File: config.mk
export PLATFORM = sky130hd
export DESIGN_NAME = i2c_master_arbiter
export DESIGN_NICKNAME = d
export VERILOG_FILES = /design/src/rtl/i2c_master_arbiter.sv
export SDC_FILE = /design/constraint.sdc
export NUM_CORES = 1
export LEC_CHECK = 0
export ABC_AREA = 1
export ABC_CLOCK_PERIOD_IN_PS = 1700
export CAP_MARGIN = 20
export CORE_AREA = 4 4 71 73
export DETAILED_ROUTE_END_ITERATION = 16
export DIE_AREA = 0 0 75 77
export HOLD_SLACK_MARGIN = 0.06
export PLACE_DENSITY = 0.76
export SYNTH_ARGS = -nofsm -noshare
export SYNTH_HDL_FRONTEND = slang
export SYNTH_SLANG_ARGS = --single-unit
export TNS_END_PERCENT = 5
File: constraint.sdc
create_clock -name Clk -period 1.7 [get_ports Clk]
set_clock_uncertainty 0.15 [all_clocks]
set_input_delay 0.34 -clock Clk [delete_from_list [all_inputs] [get_ports Clk]]
set_output_delay 0.34 -clock Clk [all_outputs]
set_load 0.02 [all_outputs]
File: src/rtl/i2c_master_arbiter.sv
// i2c_master_arbiter
//   Shares a single I2C_MASTER between NREQ on-chip requesters. A round-robin
//   arbiter picks one requester. A small sequencer then latches that
//   requester's transaction into the master, streams TX/RX bytes between the
//   owner and the master, and returns a completion pulse with status.
//
// Optional feature macro: I2C_ARB_TIMEOUT_EN
//   Defined   : watchdog aborts XFER (Done + Err) after TIMEOUT cycles without M_Done.
//   Undefined : XFER waits for M_Done indefinitely; Err only flags NBytes == 0.
//
// Ports
//   Clk, RST          clock (rising edge) and asynchronous active-low reset
//   Req/ReqRorW       per-requester request level and direction (1 = read)
//   ReqAddr           packed slave addresses, requester i at [i*AL +: AL]
//   ReqNBytes         packed byte counts, requester i at [i*4 +: 4]
//   ReqTxData         packed current TX bytes, requester i at [i*8 +: 8]
//   Grant             one-hot owner of the master, 0 when idle
//   TxNext            pulse to the owner: TX byte consumed, present the next one
//   RxValid/RxData    pulse plus registered received byte for the owner
//   Done/Err          completion pulse to the owner, Err = rejected or aborted
//   Start, RorW, Slave_Address, NBytes, DataToSlave   drive the I2C_MASTER
//   DataFromSlave, M_ByteDone, M_Done                 status from the I2C_MASTER
module i2c_master_arbiter #(
  parameter int ADDRESSLENGTH = 8,
  parameter int NREQ          = 2,
  parameter int TIMEOUT       = 4096
) (
  input  logic                          Clk,
  input  logic                          RST,
  input  logic [NREQ-1:0]               Req,
  input  logic [NREQ-1:0]               ReqRorW,
  input  logic [NREQ*ADDRESSLENGTH-1:0] ReqAddr,
  input  logic [NREQ*4-1:0]             ReqNBytes,
  input  logic [NREQ*8-1:0]             ReqTxData,
  output logic [NREQ-1:0]               Grant,
  output logic [NREQ-1:0]               TxNext,
  output logic                          RxValid,
  output logic [7:0]                    RxData,
  output logic [NREQ-1:0]               Done,
  output logic                          Err,
  output logic                          Start,
  output logic                          RorW,
  output logic [ADDRESSLENGTH-1:0]      Slave_Address,
  output logic [3:0]                    NBytes,
  output logic [7:0]                    DataToSlave,
  input  logic [7:0]                    DataFromSlave,
  input  logic                          M_ByteDone,
  input  logic                          M_Done
);

  localparam int IDXW = (NREQ > 1) ? $clog2(NREQ) : 1;

  // Reject configurations the rotation and watchdog logic cannot handle.
  if (NREQ < 2 || TIMEOUT < 2) begin : gParamCheck
    $error("i2c_master_arbiter needs NREQ >= 2 and TIMEOUT >= 2");
  end

  typedef enum logic [2:0] {
    IDLE,
    GRANT,
    START,
    XFER,
    DONE
  } stateT;

  stateT           state;
  logic [IDXW-1:0] rrPtr;
  logic [IDXW-1:0] grantIdx;
  logic [IDXW-1:0] winIdx;
  logic            winFound;

  logic [ADDRESSLENGTH-1:0] addrArr [NREQ];
  logic [3:0]               nbArr   [NREQ];
  logic [7:0]               txArr   [NREQ];

`ifdef I2C_ARB_TIMEOUT_EN
  localparam int TW = $clog2(TIMEOUT + 1);
  logic [TW-1:0] timer;
`endif

  // Unpack the flat requester buses so the owner can be selected by index.
  for (genvar gi = 0; gi < NREQ; gi++) begin : gUnpack
    assign addrArr[gi] = ReqAddr[gi*ADDRESSLENGTH +: ADDRESSLENGTH];
    assign nbArr[gi]   = ReqNBytes[gi*4 +: 4];
    assign txArr[gi]   = ReqTxData[gi*8 +: 8];
  end

  // Round-robin search: scan from the farthest offset down to the pointer so
  // the last hit written is the first set Req at or after rrPtr (wrapping).
  always_comb begin
    int              cand;
    logic [IDXW-1:0] candIdx;
    winFound = 1'b0;
    winIdx   = '0;
    cand     = 0;
    candIdx  = '0;
    for (int i = NREQ - 1; i >= 0; i--) begin
      cand = int'(rrPtr) + i;
      if (cand >= NREQ) cand = cand - NREQ;
      candIdx = IDXW'(cand);
      if (Req[candIdx]) begin
        winFound = 1'b1;
        winIdx   = candIdx;
      end
    end
  end

  // The master sees the owner's live TX byte; Grant is zero when idle, so the
  // bus reads 0 outside a transaction.
  always_comb begin
    DataToSlave = '0;
    for (int i = 0; i < NREQ; i++) begin
      if (Grant[i]) DataToSlave = DataToSlave | txArr[i];
    end
  end

  // Transaction sequencer. All pulse outputs default low every cycle and are
  // raised only on the transition that needs them, which keeps every pulse
  // exactly one cycle wide. Done/Err are set on entry to DONE so they are seen
  // during the DONE cycle, together with the cleared Grant.
  always_ff @(posedge Clk or negedge RST) begin
    if (!RST) begin
      state         <= IDLE;
      rrPtr         <= '0;
      grantIdx      <= '0;
      Grant         <= '0;
      TxNext        <= '0;
      RxValid       <= 1'b0;
      RxData        <= '0;
      Done          <= '0;
      Err           <= 1'b0;
      Start         <= 1'b0;
      RorW          <= 1'b0;
      Slave_Address <= '0;
      NBytes        <= '0;
`ifdef I2C_ARB_TIMEOUT_EN
      timer         <= '0;
`endif
    end else begin
      Start   <= 1'b0;
      TxNext  <= '0;
      RxValid <= 1'b0;
      Done    <= '0;
      Err     <= 1'b0;
      case (state)
        IDLE: begin
          if (winFound) begin
            Grant         <= '0;
            Grant[winIdx] <= 1'b1;
            grantIdx      <= winIdx;
            state         <= GRANT;
          end
        end
        GRANT: begin
          RorW          <= ReqRorW[grantIdx];
          Slave_Address <= addrArr[grantIdx];
          NBytes        <= nbArr[grantIdx];
          if (nbArr[grantIdx] == 4'd0) begin
            Done[grantIdx] <= 1'b1;
            Err            <= 1'b1;
            Grant          <= '0;
            state          <= DONE;
          end else begin
            Start <= 1'b1;
            state <= START;
`ifdef I2C_ARB_TIMEOUT_EN
            timer <= '0;
`endif
          end
        end
        START: begin
          state <= XFER;
`ifdef I2C_ARB_TIMEOUT_EN
          // The Start cycle itself counts toward the watchdog window.
          timer <= TW'(1);
`endif
        end
        XFER: begin
          if (M_ByteDone) begin
            if (RorW) begin
              RxData  <= DataFromSlave;
              RxValid <= 1'b1;
            end else begin
              TxNext[grantIdx] <= 1'b1;
            end
          end
          if (M_Done) begin
            Done[grantIdx] <= 1'b1;
            Grant          <= '0;
            state          <= DONE;
          end
`ifdef I2C_ARB_TIMEOUT_EN
          else if (timer == TW'(TIMEOUT - 1)) begin
            Done[grantIdx] <= 1'b1;
            Err            <= 1'b1;
            Grant          <= '0;
            state          <= DONE;
          end else begin
            timer <= timer + 1'b1;
          end
`endif
        end
        DONE: begin
          rrPtr <= (grantIdx == IDXW'(NREQ - 1)) ? '0 : grantIdx + 1'b1;
          state <= IDLE;
        end
        default: state <= IDLE;
      endcase
    end
  end

endmodule

### Word level (Yosys, flattened, before mapping)

Index checks and enable logic that the tools add are counted.

* memory bits (read-only): 0
* output and inout bits: 38
* memories: 0
* latch bits: 0
* bits of input ports: 56
* word-level logic and storage cells: 90
* bits in writable memories: 0
* register bits: 35

* multiplexer cells: 46
* bitwise operators: 2
* order comparisons: 9
* $add $sub $neg: 4
* divide/modulo/power cells: 0
* reduce and logical (&&, ||, !) cells: 9
* eq/ne operators: 7
* shifts and indexed selects: 0
* multiply operators: 0

Operators by type and width (number)
* $mux W8: 5
* $mux W1: 22
* $mux W2: 8
* $mux W4: 3
* $pmux W3 S4: 1
* $mux W3: 3
* $lt A1 B2 Y1 const B: 4
* $or A8 B8 Y8: 1
* $eq A3 B2 Y1 const B: 2
* $ne A2 B2 Y1 const B: 3
* $pmux W2 S3: 1
* $ge A2 B2 Y1 const B: 2
* $logic_not A4 Y1: 1
* $pmux W2 S2: 1
* $reduce_and A2 Y1: 2
* $reduce_and A4 Y1: 1
* $eq A3 B1 Y1 const B: 1
* $eq A3 B3 Y1 const B: 1
* $logic_not A3 Y1: 1
* $reduce_and A3 Y1: 1
* $reduce_bool A3 Y1: 1
* $add A1 B1 Y2 const B: 1
* $demux W1 S1: 2
* $ge A1 B1 Y1 const B: 2
* 5 further kinds: 7

### Longest topological paths before layout

Gate-level depths: netlist (run 1).

* depth in word-level cells: 13
* gate-level depth with buffers: 10
* gate-level depth less buffers: 9

### Worst setup path before layout (run 1)

Ideal clock, no wire load.

* path kind: reg-to-output
* start: register Grant[0]
* end: output port DataToSlave[0]
* setup slack: 0.220 ns
* data arrival time: 0.990 ns
* path buffers: 1
* cell stages (with the launch flop): 3
* path through: dfrtp_1 -> clkbuf_1 -> a22o_1

* word-level cells in the longest chain between the ends: 3

Ends and longest elaborated chain
* from (decl): RTL line 35 `output logic [NREQ-1:0] Grant,`
* from (signal assigned): RTL line 126 `Grant <= '0;`
* from (signal assigned): RTL line 148 `Grant <= '0;`
* from (signal, indexed assignment): RTL line 149 `Grant[winIdx] <= 1'b1;`
* $mux W8 *: RTL line 113 `if (Grant[i]) DataToSlave = DataToSlave | txArr[i];`
* $or A8 B8 Y8: RTL line 113
* $mux W8 *: RTL line 113
* to (decl): RTL line 45 `output logic [7:0] DataToSlave,`

Mark *: on every way between the ends. The rest lies on a longest branch, timed or not.

### Final worst setup path (run 1)

* start: input port ReqTxData[2]
* end: output port DataToSlave[2]

* word-level cells in the longest chain between the ends: 3

Ends and longest elaborated chain
* from (decl): RTL line 34 `input logic [NREQ*8-1:0] ReqTxData,`
* $mux W8 *: RTL line 113
* $or A8 B8 Y8: RTL line 113
* $mux W8 *: RTL line 113

Marks and branches as above.

==> flow_summary.json, run 1 <==
{
  "syn_inst": 187,
  "grt_first_pass_wirelength_um": 6390,
  "grt_max_degree": 29,
  "max-vdd-ir-drop_uv": 652,
  "wl_um": 4170,
  "critPathKind": "in2out",
  "rsz0062_at_grt": "no",
  "clk_pin_slew_ns": 0.06,
  "synth_area_leader_cell": "dfrtp_1",
  "synth-seq-area-share": 0.543,
  "fin_util": 0.609,
  "coreArea_um2": 4350,
  "portBuffers": 93,
  "final_area_um2": 2650,
  "synth_area_leaders": "dfrtp_1 (54%), nand2_1 (16%), a31oi_1 (5.0%)",
  "cp.depth": 3,
  "yosysWarnings": 0,
  "p_total_mw": 4.21,
  "path_cells": "clkdlybuf4s50_1, a22o_1, buf_2",
  "p_sw_mw": 1.82,
  "cts.sinks": 35,
  "n_antenna_cell": 0,
  "die-area_um2": 5780,
  "grt_use_total": 0.141,
  "drv_slew": 0,
  "drcViolationCount": 0,
  "synth.top_cell.area_share": 0.543,
  "area_growth_pct": 64.3,
  "critPathBufInv": 2,
  "p_per_area_nw_per_um2": 1590,
  "ys_ff_latch": 35,
  "startpoint_type": "input pin",
  "max_slew_margin": 0.774,
  "layout-drive-gt1-share": 0.125,
  "dp_cells": 332,
  "overflow": 0,
  "io_pins": 94,
  "end_kind": "primary output",
  "setup_viol": 0,
  "vias": 1606,
  "layout.cells.non_filler": 341,
  "cts-root-buf": "clkbuf_8",
  "cp.arrival_ns": 1.12,
  "fin_crit_ns": 1.61,
  "worstPathRequired_ns": 1.21,
  "dpl.hpwl_um": 3370,
  "synth_edf_count": 0,
  "cts_htree_levels": 2,
  "fin_crit_sh": 0.948,
  "status": "finished, final reports clean",
  "antenna_found_initial": 0,
  "p_seq_frac": 0.338,
  "p_leak_nw": 1.35,
  "drt_iter0_drc": 59,
  "cap_violations": 0,
  "crit_family": "buffers and inverters",
  "synth_async_sr_flop_share": 1.00,
  "drt-wirelength-per-cell_um": 12.2,
  "setup_tns_ns": 0,
  "p_comb_frac": 0.529,
  "yosys-top-cells-count": "nand2_1 (68), dfrtp_1 (35), nor2_1 (20)",
  "syn_nets": 243,
  "dp_slack_ns": -0.326,
  "holdPathStages": 2,
  "p_clk_frac": 0.133,
  "cts_tree": "done",
  "internal_power_mw": 2.39,
  "ant_nets": 0,
  "yosysUniqueCellTypes": 26,
  "start_util": 0.370,
  "fmax_mhz": 621,
  "nets": 344,
  "switching_share": 0.433,
  "r2r_cells": 9,
  "rows": 24,
  "setup_slack_ns": 0.0889,
  "synth_area_per_cell_um2": 8.62,
  "dpl-instance-area_um2": 2630,
  "gp_congestion": 0.794,
  "hold-worst-slack_ns": 0.324,
  "synth_area_um2": 1610,
  "first_pass_iters": 4,
  "hold_viol": 0,
  "cts_buffer_depth": 2,
  "synth_most_common_cell": "nand2_1",
  "slowest_delay_ns": 0.40,
  "hold_class": "reg2reg",
  "fp.dieW_um": 75,
  "cp_max_fo": 1,
  "clock_latency_ns": 0.28,
  "synth-main-ff-cell": "dfrtp_1",
  "avgViaCountPerCell": 4.71,
  "tightestPinTransition_ns": 0.337,
  "cpMaxStageDelayCell": "clkdlybuf4s50_1",
  "die_h_um": 77,
  "cts_made_buffers": 5,
  "grt_pass1_vias": 1506
}
## sequential cells by signal, indices dropped and copies added, names as in the netlist
name,flops
Done,2
grantIdx,1
Slave_Address,8
TxNext,2
NBytes,4
RxData,8
Start,1
RorW,1
state,3
rrPtr,1
Err,1
RxValid,1
Grant,2
## cells in the final DEF, fill, tap and decap left out
cell type	Yosys	final
a21boi_0	1	1
a22o_1	8	8
a31oi_1	13	13
buf_12	0	1
buf_2	1	9
buf_4	1	7
clkbuf_1	4	2
clkbuf_8	0	5
clkdlybuf4s50_1	0	54
clkinv_2	0	1
clkinv_4	1	1
dfrtp_1	35	33
dfrtp_2	0	2
dlygate4sd2_1	0	28
dlygate4sd3_1	0	1
dlymetal6s2s_1	0	2
inv_1	8	8
inv_2	2	2
inv_4	1	1
nand2_1	68	68
nand2_2	2	2
nand2_4	1	1
nand3_1	7	7
nor2_1	20	20
nor2_2	1	1
nor2_4	2	2
nor3_1	2	2
nor3_2	1	1
nor4_1	1	1
o211ai_1	1	1
o21a_1	1	1
o21ai_0	2	2
o22ai_1	1	1
## timing repair
action,in CTS,in global routing
gates resized for setup,62,2
hold endpoints to repair,12,0
hold buffers,1,0
setup buffers,0,0
pin swaps,0,0
setup endpoints to repair,36,2
## cell families after synthesis
logic type | Yosys count | share of synthesized area
and+or+nand+nor | 105 | 0.275
DFF | 35 | 0.543
AOI/OAI and AO/OA | 27 | 0.118
buffers and inverters | 20 | 0.0636
## layer usage
layer / up-vias / track usage / routed length (um)
li1: 812 / - / -
met1: 712 / 0.156 / 1560
met2: 80 / 0.241 / 2010
met3: 2 / 0.0667 / 585
met4: 0 / 0.0320 / 12
met5: - / 0 / 0
## final cells by class
type                            count  area [um2]
Fill cell                         401        1700
Multi-Input combinational cell    132         634
Timing Repair Buffer              102         938
Tap cell                           52        65.1
Sequential cell                    35         878
Inverter                           12        52.6
Clock inverter                      1        5.00
Clock buffer                        7        76.3
## worst register-to-register path, stage by stage, from the launching register on
cell     delay, ns
dfrtp_1       0.42
buf_4         0.19
nand2_1       0.08
nand2_1       0.05
nor2_1        0.10
nand2_1       0.09
nand2_1       0.14
nand2_1       0.09
nand2_1       0.06
nand2_1       0.05
## power groups by stage
stage | logic [mW] | registers [mW] | clock network [mW]
2_1_floorplan | 1.11 | 1.75 | 0
3_5_place_dp | 2.52 | 1.45 | 0
3_3_place_gp | 2.47 | 1.43 | 0
4_1_cts | 2.26 | 1.43 | 0.580
6_report | 2.23 | 1.42 | 0.561
5_1_grt | 2.46 | 1.48 | 0.624
## path summary, 6_finish.rpt
check | slack (ns) | startpoint | end
worst max-delay path | 0.09 | ReqTxData[2] | DataToSlave[2]
worst min-delay path | 0.32 | RxData[1] | RxData[1]
worst max register to register | 0.16 | grantIdx | Grant[0]
worst min register to register | 0.32 | RxData[1] | RxData[1]
max in group asynchronous | 0.57 | RST | RxData[3]
min in group asynchronous | 0.34 | RST | Done[0]
No activity file was read; power rests on OpenSTA's default activity.
==> inputs of run 2 (changes only) <==
--- a/config.mk
+++ b/config.mk
@@ -8,12 +8,12 @@
 export ABC_AREA = 1
 export ABC_CLOCK_PERIOD_IN_PS = 1700
 export CAP_MARGIN = 20
-export CORE_AREA = 4 4 71 73
+export CORE_AREA = 2 2 69 71
 export DETAILED_ROUTE_END_ITERATION = 16
-export DIE_AREA = 0 0 75 77
+export DIE_AREA = 0 0 71 73
 export HOLD_SLACK_MARGIN = 0.06
 export PLACE_DENSITY = 0.76
 export SYNTH_ARGS = -nofsm -noshare
 export SYNTH_HDL_FRONTEND = slang
 export SYNTH_SLANG_ARGS = --single-unit
-export TNS_END_PERCENT = 5
+export TNS_END_PERCENT = 100
==> run 2 against run 1 <==
Compared with the run above:
- cell area up 1.3%
- hold slack gained 0.0076 ns
- sequential power barely moved
- largest cell class unchanged
==> flow_summary.json, run 2 (same netlist as run 1, synthesis figures left out) <==
{
  "status": "finished, final reports clean",
  "portBuffers": 93,
  "critPathKind": "reg2out",
  "die-area_um2": 5180,
  "rsz0062_at_grt": "yes",
  "layout_common_cells": "nand2_1 (68), clkdlybuf4s50_1 (54), dfrtp_1 (32), dlygate4sd2_1 (28), nor2_1 (20)",
  "cts-root-buf": "clkbuf_8",
  "cts_made_buffers": 5,
  "cts.sinks": 35,
  "clk_pin_slew_ns": 0.07,
  "grt_use_total": 0.156,
  "startpoint_type": "flop",
  "first_pass_iters": 4,
  "rows": 25,
  "n_antenna_cell": 0,
  "fin_crit_sh": 0.989,
  "cts_buffer_depth": 2,
  "grt_first_pass_wirelength_um": 6330,
  "io_pins": 94,
  "critPathBufInv": 2,
  "start_util": 0.356,
  "cts_tree": "done",
  "fin_crit_ns": 1.68,
  "cpMaxStageDelayCell": "dfrtp_2",
  "grt_pass1_vias": 1437,
  "die_h_um": 73,
  "drt-wirelength-per-cell_um": 11.6,
  "max_slew_margin": 0.711,
  "clock_latency_ns": 0.28,
  "cap_violations": 0,
  "ant_nets": 0,
  "tightestPinTransition_ns": 0.434,
  "setup_viol": 0,
  "area_growth_pct": 66.4,
  "drt_iter0_drc": 51,
  "setup_slack_ns": 0.0181,
  "drv_slew": 0,
  "coreArea_um2": 4540,
  "vias": 1578,
  "max-vdd-ir-drop_uv": 606,
  "path_cells": "buf_4, a22o_1, buf_2",
  "wl_um": 3980,
  "cp_max_fo": 5,
  "fp.dieW_um": 71,
  "nets": 345,
  "hold_class": "reg2reg",
  "nFillCells": 435,
  "worstPathRequired_ns": 1.21,
  "dp_slack_ns": -0.333,
  "hold_viol": 0,
  "drcViolationCount": 0,
  "cp.arrival_ns": 1.19,
  "fmax_mhz": 595,
  "overflow": 0,
  "crit_family": "flip-flops",
  "p_leak_nw": 1.35,
  "layout-drive-gt1-share": 0.134,
  "gp_congestion": 0.756,
  "dpl.hpwl_um": 2990,
  "end_kind": "primary output",
  "p_per_area_nw_per_um2": 1600,
  "top_regs": "RxData x8, Slave_Address x8, NBytes x4",
  "layout_commonest_cell": "nand2_1",
  "grt_max_degree": 36,
  "cts_htree_levels": 2,
  "avgViaCountPerCell": 4.59,
  "slowest_delay_ns": 0.41,
  "antenna_found_initial": 0,
  "setup_tns_ns": 0
}
## run 2: cell types whose count changed in the layout (fill, tap and decap cells not counted), sizes merged
cell	previous run	this run
buf	17	18
clkbuf	7	6
clkinvlp	0	1
## run 2: worst min-delay path: stages, from the launching register on
cell,delay [ns]
dfrtp_1,0.34
nand2_1,0.05
nand2_1,0.06
## run 2: cell type report
type                    count  area (um2)  share of cell area
flip-flops and latches     35         880               0.328
clock inverters             2        12.5             0.00466
inverters                  12        52.6              0.0196
well taps                  54        67.6              0.0252
multi-input cells         132         634               0.236
clock buffers               6        72.6              0.0270
repair buffers            103         965               0.359
## run 2: layer usage
metal / vias to the layer above / GRT usage / routed length (um)
li1: 818 / - / -
met2: 61 / 0.273 / 1980
met4: 0 / 0.0629 / 46
met1: 692 / 0.172 / 1550
met3: 7 / 0.0566 / 392
met5: - / 0 / 0
## run 2: power by group
| part | switching [mW] | total (mW) | internal [mW] |
|---|---|---|---|
| sequential | 0.230 | 1.42 | 1.19 |
| combinational | 1.32 | 2.30 | 0.979 |
| clock | 0.294 | 0.580 | 0.286 |
## run 2: what timing repair did
item / 4_1_cts / 5_1_grt
endpoints found under the hold margin: 35 / 0
setup endpoints to repair: 36 / 14
resized for setup: 63 / 9
hold buffers: 1 / 0
buffers inserted: 2 / 1
## run 2: final timing paths
kind	startpoint	endpoint	slack [ns]	depth (start not counted)
worst max-delay path	Grant[0]	DataToSlave[1]	0.02	3
worst min-delay path	RxData[0]	RxData[0]	0.33	2
worst max register to register	grantIdx	Grant[1]	0.20	9
worst min register to register	RxData[0]	RxData[0]	0.33	2
max in group asynchronous	RST	grantIdx	0.60	3
min in group asynchronous	RST	Err	0.46	3
## run 2: per-stage QoR
step | util | power (mW) | hold slack (ns) | area (um2) | std cells
2_1_floorplan | - | 2.86 | -0.106 | 1610 | 187
3_3_place_gp | 0.576 | 3.89 | 0.248 | 2610 | 332
3_5_place_dp | 0.576 | 3.94 | 0.254 | 2610 | 332
4_1_cts | 0.585 | 4.32 | 0.337 | 2650 | 343
5_1_grt | 0.592 | 4.64 | 0.367 | 2680 | 344
6_report | 0.592 | 4.29 | 0.331 | 2680 | 344
==> inputs of run 3 (changes only) <==
--- a/config.mk
+++ b/config.mk
@@ -11,8 +11,10 @@
 export CORE_AREA = 2 2 69 71
 export DETAILED_ROUTE_END_ITERATION = 16
 export DIE_AREA = 0 0 71 73
+export GPL_ROUTABILITY_DRIVEN = 0
 export HOLD_SLACK_MARGIN = 0.06
 export PLACE_DENSITY = 0.76
+export RECOVER_POWER = 50
 export SYNTH_ARGS = -nofsm -noshare
 export SYNTH_HDL_FRONTEND = slang
 export SYNTH_SLANG_ARGS = --single-unit
==> run 3 against run 2 <==
Compared with the run above:
- via count shrank 0.13%
- non-clock buffer count is the same
- cell area shrank 1.0%
- critical endpoint unchanged
- sequential power is essentially flat
==> flow_summary.json, run 3 (same netlist as run 1, synthesis figures left out) <==
{
  "status": "finished, final reports clean",
  "wl_um": 3980,
  "final_area_um2": 2660,
  "layout-drive-gt1-share": 0.128,
  "coreArea_um2": 4540,
  "critPathKind": "reg2out",
  "nets": 345,
  "tightestPinTransition_ns": 0.434,
  "overflow": 0,
  "clk_pin_slew_ns": 0.07,
  "grt_busiest_layer": "met2",
  "grt_use_met3": 0.0566,
  "cts_htree_levels": 2,
  "ant_nets": 0,
  "cts_buffer_depth": 2,
  "setup_tns_ns": 0,
  "cpMaxStageDelayCell": "dfrtp_2",
  "avgViaCountPerCell": 4.58,
  "fp.dieW_um": 71,
  "cts_tree": "done",
  "dpl.hpwl_um": 2990,
  "p_per_area_nw_per_um2": 1610,
  "top_regs": "RxData x8, Slave_Address x8, NBytes x4",
  "cp.arrival_ns": 1.19,
  "n_antenna_cell": 0,
  "portBuffers": 93,
  "end_kind": "primary output",
  "fmax_mhz": 595,
  "startpoint_type": "flop",
  "p_leak_nw": 1.32,
  "io_pins": 94,
  "setup_viol": 0,
  "drt-wirelength-per-cell_um": 11.6,
  "grt_pass1_vias": 1437,
  "max-vdd-ir-drop_uv": 605,
  "cap_violations": 0,
  "drv_slew": 0,
  "fin_util": 0.586,
  "first_pass_iters": 4,
  "rows": 25,
  "die-area_um2": 5180,
  "nFillCells": 435,
  "cts-root-buf": "clkbuf_8",
  "p_total_mw": 4.26,
  "grt_first_pass_wirelength_um": 6330,
  "cts_made_buffers": 5,
  "fin_crit_ns": 1.68,
  "grt_use_met1": 0.172,
  "grt_use_total": 0.156,
  "layout_commonest_cell": "nand2_1",
  "grt_max_degree": 36,
  "worstPathRequired_ns": 1.21,
  "use_met2": 0.273,
  "cts.sinks": 35,
  "start_util": 0.356,
  "multi_input_area_um2": 627,
  "path_cells": "buf_4, a22o_1, buf_2",
  "dpl-instance-area_um2": 2610,
  "area_growth_pct": 64.7,
  "antenna_found_initial": 0,
  "vias": 1576,
  "hold-worst-slack_ns": 0.332,
  "clock_latency_ns": 0.28,
  "fin_crit_sh": 0.989,
  "seqCellArea_um2": 880,
  "cp_max_fo": 5,
  "drcViolationCount": 0,
  "slowest_delay_ns": 0.41,
  "hold_class": "reg2reg",
  "layout_common_cells": "nand2_1 (68), clkdlybuf4s50_1 (53), dfrtp_1 (32), dlygate4sd2_1 (28), nor2_1 (21)",
  "drt_iter0_drc": 49,
  "rsz0062_at_grt": "yes",
  "hold_viol": 0,
  "die_h_um": 73,
  "max_slew_margin": 0.711
}
==> run 3: what timing repair did <==
item | 4_1_cts | 5_1_grt
buffers inserted | 2 | 1
resized for setup | 63 | 9
pin swaps | 0 | 0
hold endpoints to repair | 35 | 0
setup endpoints to repair | 36 | 14
hold buffers | 1 | 0
==> run 3: cell type report <==
type | instances | share of cell area
inverters | 12 | 0.0188
clock buffers | 6 | 0.0273
flip-flops and latches | 35 | 0.331
well taps | 54 | 0.0254
multi-input cells | 132 | 0.236
repair buffers | 103 | 0.357
clock inverters | 2 | 0.00471
==> run 3: report_power, final <==
part           internal [mW]  switching, mW  total, mW
combinational          0.961           1.31       2.27
clock                  0.286          0.294      0.580
sequential              1.19          0.230       1.42
total                   2.43           1.83       4.26
==> run 3: critical path: cells and delay by family, from the launching register on <==
family | cells | cell delay, ns
flip-flops | 1 | 0.41
buffers and inverters | 2 | 0.30
AO/OA/AOI/OAI | 1 | 0.20
==> run 3: metrics by stage <==
stage          std cells  worst slack (ns)
4_1_cts              343           0.00109
2_1_floorplan        187             0.220
6_report             344            0.0181
5_1_grt              344           -0.0277
3_5_place_dp         332            -0.333
3_3_place_gp         332            -0.309
==> run 3: final timing paths <==
check / startpoint / endpoint / slack, ns / depth (start not counted)
worst max-delay path: Grant[0] / DataToSlave[1] / 0.02 / 3
worst min-delay path: RxData[0] / RxData[0] / 0.33 / 2
worst max register to register: state[0] / RxData[5] / 0.15 / 8
worst min register to register: RxData[0] / RxData[0] / 0.33 / 2
max in group asynchronous: RST / grantIdx / 0.60 / 3
min in group asynchronous: RST / Err / 0.46 / 3
==> run 3: routing by layer <==
layer / part of all wire / up-vias
met5: 0 / -
met4: 0.012 / 0
met3: 0.099 / 7
met2: 0.50 / 61
met1: 0.39 / 691
li1: - / 817
